### src/rtl/mux_2to1_arbiter.sv
`default_nettype none
// ============================================================================
// Module      : mux_2to1_arbiter
// Description : Round-robin valid/ready arbiter that feeds one 2:1 data mux
//               into a registered output stage. Per-word fairness by default.
//               Define ARB_PKT_LOCK_EN to hold the grant until a packet's last word.
// Revision    : 1.0 - initial release
// ============================================================================
module mux_2to1_arbiter #(
  parameter int DATA_W = 8
) (
  input  logic              clk,
  input  logic              rst,
  input  logic [DATA_W-1:0] i0_data,
  input  logic              i0_valid,
  output logic              i0_ready,
  input  logic [DATA_W-1:0] i1_data,
  input  logic              i1_valid,
  output logic              i1_ready,
`ifdef ARB_PKT_LOCK_EN
  input  logic              i0_last,
  input  logic              i1_last,
`endif
  output logic [DATA_W-1:0] y_out,
  output logic              y_valid,
  input  logic              y_ready,
  output logic              select_n
);

  typedef enum logic [1:0] {
    ARB   = 2'd0,
    LOCK0 = 2'd1,
    LOCK1 = 2'd2
  } state_t;

  state_t              r_state;
  state_t              w_state_nxt;
  logic                r_last_grant;
  logic [DATA_W-1:0]   r_y_out;
  logic                r_y_valid;
  logic                r_select;

  logic                w_load_en;
  logic                w_gnt_vld;
  logic                w_gnt_sel;
  logic                w_xfer;
  logic [DATA_W-1:0]   w_xfer_data;

  assign w_load_en = !r_y_valid || y_ready;

  // Grant: a tie goes to the requester that did not win last time.
  always_comb begin
    w_gnt_vld = 1'b0;
    w_gnt_sel = 1'b0;
    case (r_state)
      ARB: begin
        if (i0_valid && i1_valid) begin
          w_gnt_vld = 1'b1;
          w_gnt_sel = ~r_last_grant;
        end else if (i0_valid) begin
          w_gnt_vld = 1'b1;
          w_gnt_sel = 1'b0;
        end else if (i1_valid) begin
          w_gnt_vld = 1'b1;
          w_gnt_sel = 1'b1;
        end
      end
      LOCK0: begin
        w_gnt_vld = i0_valid;
        w_gnt_sel = 1'b0;
      end
      LOCK1: begin
        w_gnt_vld = i1_valid;
        w_gnt_sel = 1'b1;
      end
      default: begin
        w_gnt_vld = 1'b0;
        w_gnt_sel = 1'b0;
      end
    endcase
  end

  assign w_xfer      = !rst && w_load_en && w_gnt_vld;
  assign i0_ready    = w_xfer && !w_gnt_sel;
  assign i1_ready    = w_xfer &&  w_gnt_sel;
  assign w_xfer_data = w_gnt_sel ? i1_data : i0_data;

`ifdef ARB_PKT_LOCK_EN
  logic w_xfer_last;
  assign w_xfer_last = w_gnt_sel ? i1_last : i0_last;

  always_comb begin
    w_state_nxt = r_state;
    case (r_state)
      ARB: begin
        if (w_xfer && !w_xfer_last)
          w_state_nxt = w_gnt_sel ? LOCK1 : LOCK0;
      end
      LOCK0, LOCK1: begin
        if (w_xfer && w_xfer_last)
          w_state_nxt = ARB;
      end
      default: w_state_nxt = ARB;
    endcase
  end
`else
  always_comb begin
    w_state_nxt = ARB;
  end
`endif

  always_ff @(posedge clk) begin
    if (rst) begin
      r_state      <= ARB;
      r_last_grant <= 1'b1;
      r_y_out      <= '0;
      r_y_valid    <= 1'b0;
      r_select     <= 1'b0;
    end else begin
      r_state <= w_state_nxt;
      if (w_load_en) begin
        if (w_xfer) begin
          r_y_out      <= w_xfer_data;
          r_y_valid    <= 1'b1;
          r_select     <= w_gnt_sel;
          r_last_grant <= w_gnt_sel;
        end else begin
          r_y_valid    <= 1'b0;
        end
      end
    end
  end

  assign y_out    = r_y_out;
  assign y_valid  = r_y_valid;
  assign select_n = r_select;

endmodule
`default_nettype wire
### config.mk
export PLATFORM = sky130hd
export DESIGN_NAME = mux_2to1_arbiter
export DESIGN_NICKNAME = d
export VERILOG_FILES = /design/src/rtl/mux_2to1_arbiter.sv
export SDC_FILE = /design/constraint.sdc
export NUM_CORES = 1
export LEC_CHECK = 0
export ABC_AREA = 1
export CAP_MARGIN = 20
export CORE_UTILIZATION = 37
export CTS_BUF_LIST = sky130_fd_sc_hd__clkbuf_8
export DETAILED_ROUTE_END_ITERATION = 8
export PLACE_DENSITY_LB_ADDON = 0.1
export SYNTH_ARGS = -nofsm -noshare
export SYNTH_HDL_FRONTEND = slang
export SYNTH_SLANG_ARGS = --single-unit
### constraint.sdc
create_clock -name clk -period 1.41 [get_ports clk]
set_clock_uncertainty 0.15 [all_clocks]
set_input_delay 0.282 -clock clk [delete_from_list [all_inputs] [get_ports clk]]
set_output_delay 0.282 -clock clk [all_outputs]
set_load 0.05 [all_outputs]
==> run_results.csv <==
group,metric,value,unit
setup_path,rr_startpoint,"r_last_grant",
routing,dr_total_vias,747,
cells_and_area,postLayoutCoreUtil,0.8809,
synth,synthArstFlopShare,0,
floorplanning,dieArea,1614,um^2
power_and_ir_drop,worst_ir_drop_vdd,0.0005985,V
timing,max_freq,0.6438,GHz
setup_path,worst-path-stages,6,
outcome,status,"finished, violations left",
global_route,grt_pass1_wl,2.497,mm
timing,finalHoldViolCount,0,
synth,synth_common_cells,"37 x nand2_1, 11 x dfxtp_1, 9 x a21oi_1, 9 x nand3_1, 4 x inv_1",
global_route,grt_use_total,0.2417,
hold_path,hold_depth,3,
routing,drtIter0Drc,20,
routing,postRouteAntennaNets,0,
clock_network,cts_sinks,11,
placed_design,place_congestion,0.6891,
routing,drtPass1Iterations,4,
floorplanning,initial_utilization,0.4043,
timing,post-route-min-period,1.553,ns
global_route,grt_max_degree,11,
timing,slew_viol_final,0,
timing,tns,-0.1870,ns
setup_path,path_buf_inv,2,
synth,syn_inst,81,
clock_network,htree_levels,1,
timing,setup_viol,2,
global_route,grt_pass1_vias,607,
setup_path,cp_slowest_cell,"dfxtp_4",
timing,grt_setup_unrepaired,"yes",
timing,slew_headroom,0.8798,
setup_path,crit_start,"y_valid",
timing,period_share,1.102,
setup_path,worstPathArrival,1.12,ns
synth,synthDistinctLibCells,15,
setup_path,worstPathRequired,0.98,ns
clock_network,tritoncts,"done",
timing,worstMarginPinSlew,0.1800,ns
placed_design,io_buffers,32,
cells_and_area,fill_cells,68,
setup_path,critPathLaunchType,"flop",
run,cap_violations,0,
placed_design,hpwlAfterDp,1.159,mm
clock_network,numCtsBuffers,3,
clock_network,cts_buffer_depth,2,
floorplanning,std_cell_rows,13,
clock_network,cts_root_buf,"clkbuf_8",
synth,synth_top_area_frac,0.4084,
routing,routed_via_density,5.188,
setup_path,crit_family,"flip-flops",
floorplanning,dieWidth,40.18,um
synth,synth_area_leaders,"dfxtp_1 41%, nand2_1 26%, a21oi_1 8.4%",
timing,hold-worst-slack,0.2804,ns
global_route,antenna_found_initial,0,
routing,wl,2.059,mm
clock_network,insertion_delay,0.23,ns
synth,synth_nets,102,
timing,timing.final.ws_setup,-0.1433,ns
setup_path,reg2reg_depth,8,
synth,yosysTopAreaCell,"dfxtp_1",
synth,ys_warn_count,0,
cells_and_area,drive_gt1_frac,0.3798,
synth,syn_area,539.3,um^2
clock_network,clk_pin_slew,0.05,ns
routing,drc,0,
global_route,grt_remaining_overflow,0,
setup_path,path_class,"reg2out",
synth,synth-seq-cells,11,
power_and_ir_drop,power_density,897.4,nW/um^2
setup_path,endpoint_kind,"output port",
cells_and_area,fin_nets,151,
setup_path,crit_fanout,3,
floorplanning,core_region_area,1334,um^2
hold_path,worst_hold_path_type,"in2reg",
synth,avgSynthCellArea,6.658,um^2
hold_path,hp-start,"i1_valid",
synth,seq_area_frac_synth,0.4084,
floorplanning,top_level_ports,33,
floorplanning,die_h,40.18,um
power_and_ir_drop,p_leak,0.5315,nW
synth,ys.flop_type,"dfxtp_1",
setup_path,worstPathCellList,"nand2_4 -> nand2_4 -> nor2_4 -> nand2_2 -> clkinvlp_4 -> buf_12",
synth,yosysMostFrequentCell,"nand2_1",
routing,wire_per_inst,14.30,um
cells_and_area,area_growth,117.9,%
outcome,violations,"setup timing",
power_and_ir_drop,power,1.054,mW
setup_path,cpPeakStageDelay,0.35,ns
synth,synth-edff-count,0,
cells_and_area,n_antenna_cell,0,
setup_path,cpMostUsedCell,"nand2_4",
==> metrics by stage <==
| stage | cells | instance area, um^2 | setup slack (ns) |
|---|---|---|---|
| after floorplan | 81 | 571.8 | -0.03036 |
| after global placement | 134 | 1076 | -0.3957 |
| after detailed placement | 134 | 1076 | -0.4403 |
| after CTS | 141 | 1157 | -0.1291 |
| after global routing | 144 | 1175 | -0.1684 |
| final | 144 | 1175 | -0.1433 |
==> where the power goes <==
| group | internal (mW) | switching (mW) | total (mW) |
|---|---|---|---|
| Clock | 0.191 | 0.115 | 0.306 |
| Combinational | 0.196 | 0.195 | 0.391 |
| Sequential | 0.335 | 0.0228 | 0.357 |
| Total | 0.721 | 0.333 | 1.05 |
==> layout by cell type (no fill, tap or decap) <==
cell type	Yosys	layout
nand3_4	0	1
clkinvlp_4	0	1
clkdlybuf4s15_2	0	1
clkbuf_8	0	3
buf_6	1	1
nand2_1	37	34
buf_4	1	14
inv_1	4	1
clkdlybuf4s50_1	0	16
buf_12	0	12
dfxtp_2	0	1
nand3_1	9	9
dfxtp_4	0	1
nand2_4	0	2
clkdlybuf4s15_1	0	1
buf_2	0	2
dfxtp_1	11	9
nand2_2	2	3
o21ai_0	1	1
nor2_4	1	3
a21oi_1	9	9
inv_2	1	4
==> layer usage <==
layer / up-vias / global-route usage / part of all wire
met5: - / 0 / 0
met4: 0 / 0.1500 / 0.023
met3: 8 / 0.04444 / 0.086
met2: 56 / 0.4395 / 0.50
met1: 333 / 0.2525 / 0.39
li1: 350 / - / -
==> worst reg2reg max path, cell delays in order (launching register included) <==
cell and delay (ns):
dfxtp_2 0.34, nand2_2 0.06, nand2_2 0.07, buf_4 0.10, buf_4 0.14, nand2_1 0.06, nand2_1 0.08, nand2_1 0.07
a21oi_1 0.15
==> registers in the layout (all words and copies together) (netlist names) <==
name          count
y_out             8
select_n          1
y_valid           1
r_last_grant      1
==> path summary, 6_finish.rpt <==
| check | slack (ns) | end |
|---|---|---|
| max | -0.14 | i1_ready |
| min reg2reg | 0.36 | y_out[7] |
| min | 0.28 | y_valid |
| max reg2reg | 0.11 | y_out[4] |
==> what timing repair did <==
action,in CTS,in global routing
cloned,0,0
setup buffers,3,3
endpoints found under the setup margin,12,2
hold buffers,0,0
resized for setup,18,3
pin swaps,4,5
==> area by class of cell <==
cell class	instances	area, um^2	area share
timing repair buffer	47	548.0	0.4665
multi-input combinational	62	315.3	0.2684
sequential	11	225.2	0.1917
clock buffer	3	41.29	0.03514
inverter	5	22.52	0.01917
tap	15	18.77	0.01597
clock inverter	1	3.754	0.003195
==> cell families after synthesis <==
| family | after synthesis | synth area share |
|---|---|---|
| AND/OR/NAND/NOR | 52 | 0.4223 |
| flip-flops | 11 | 0.4084 |
| AO/OA/AOI/OAI | 10 | 0.09279 |
| buffers and inverters | 8 | 0.07655 |
(Power assumes the default switching activity.)
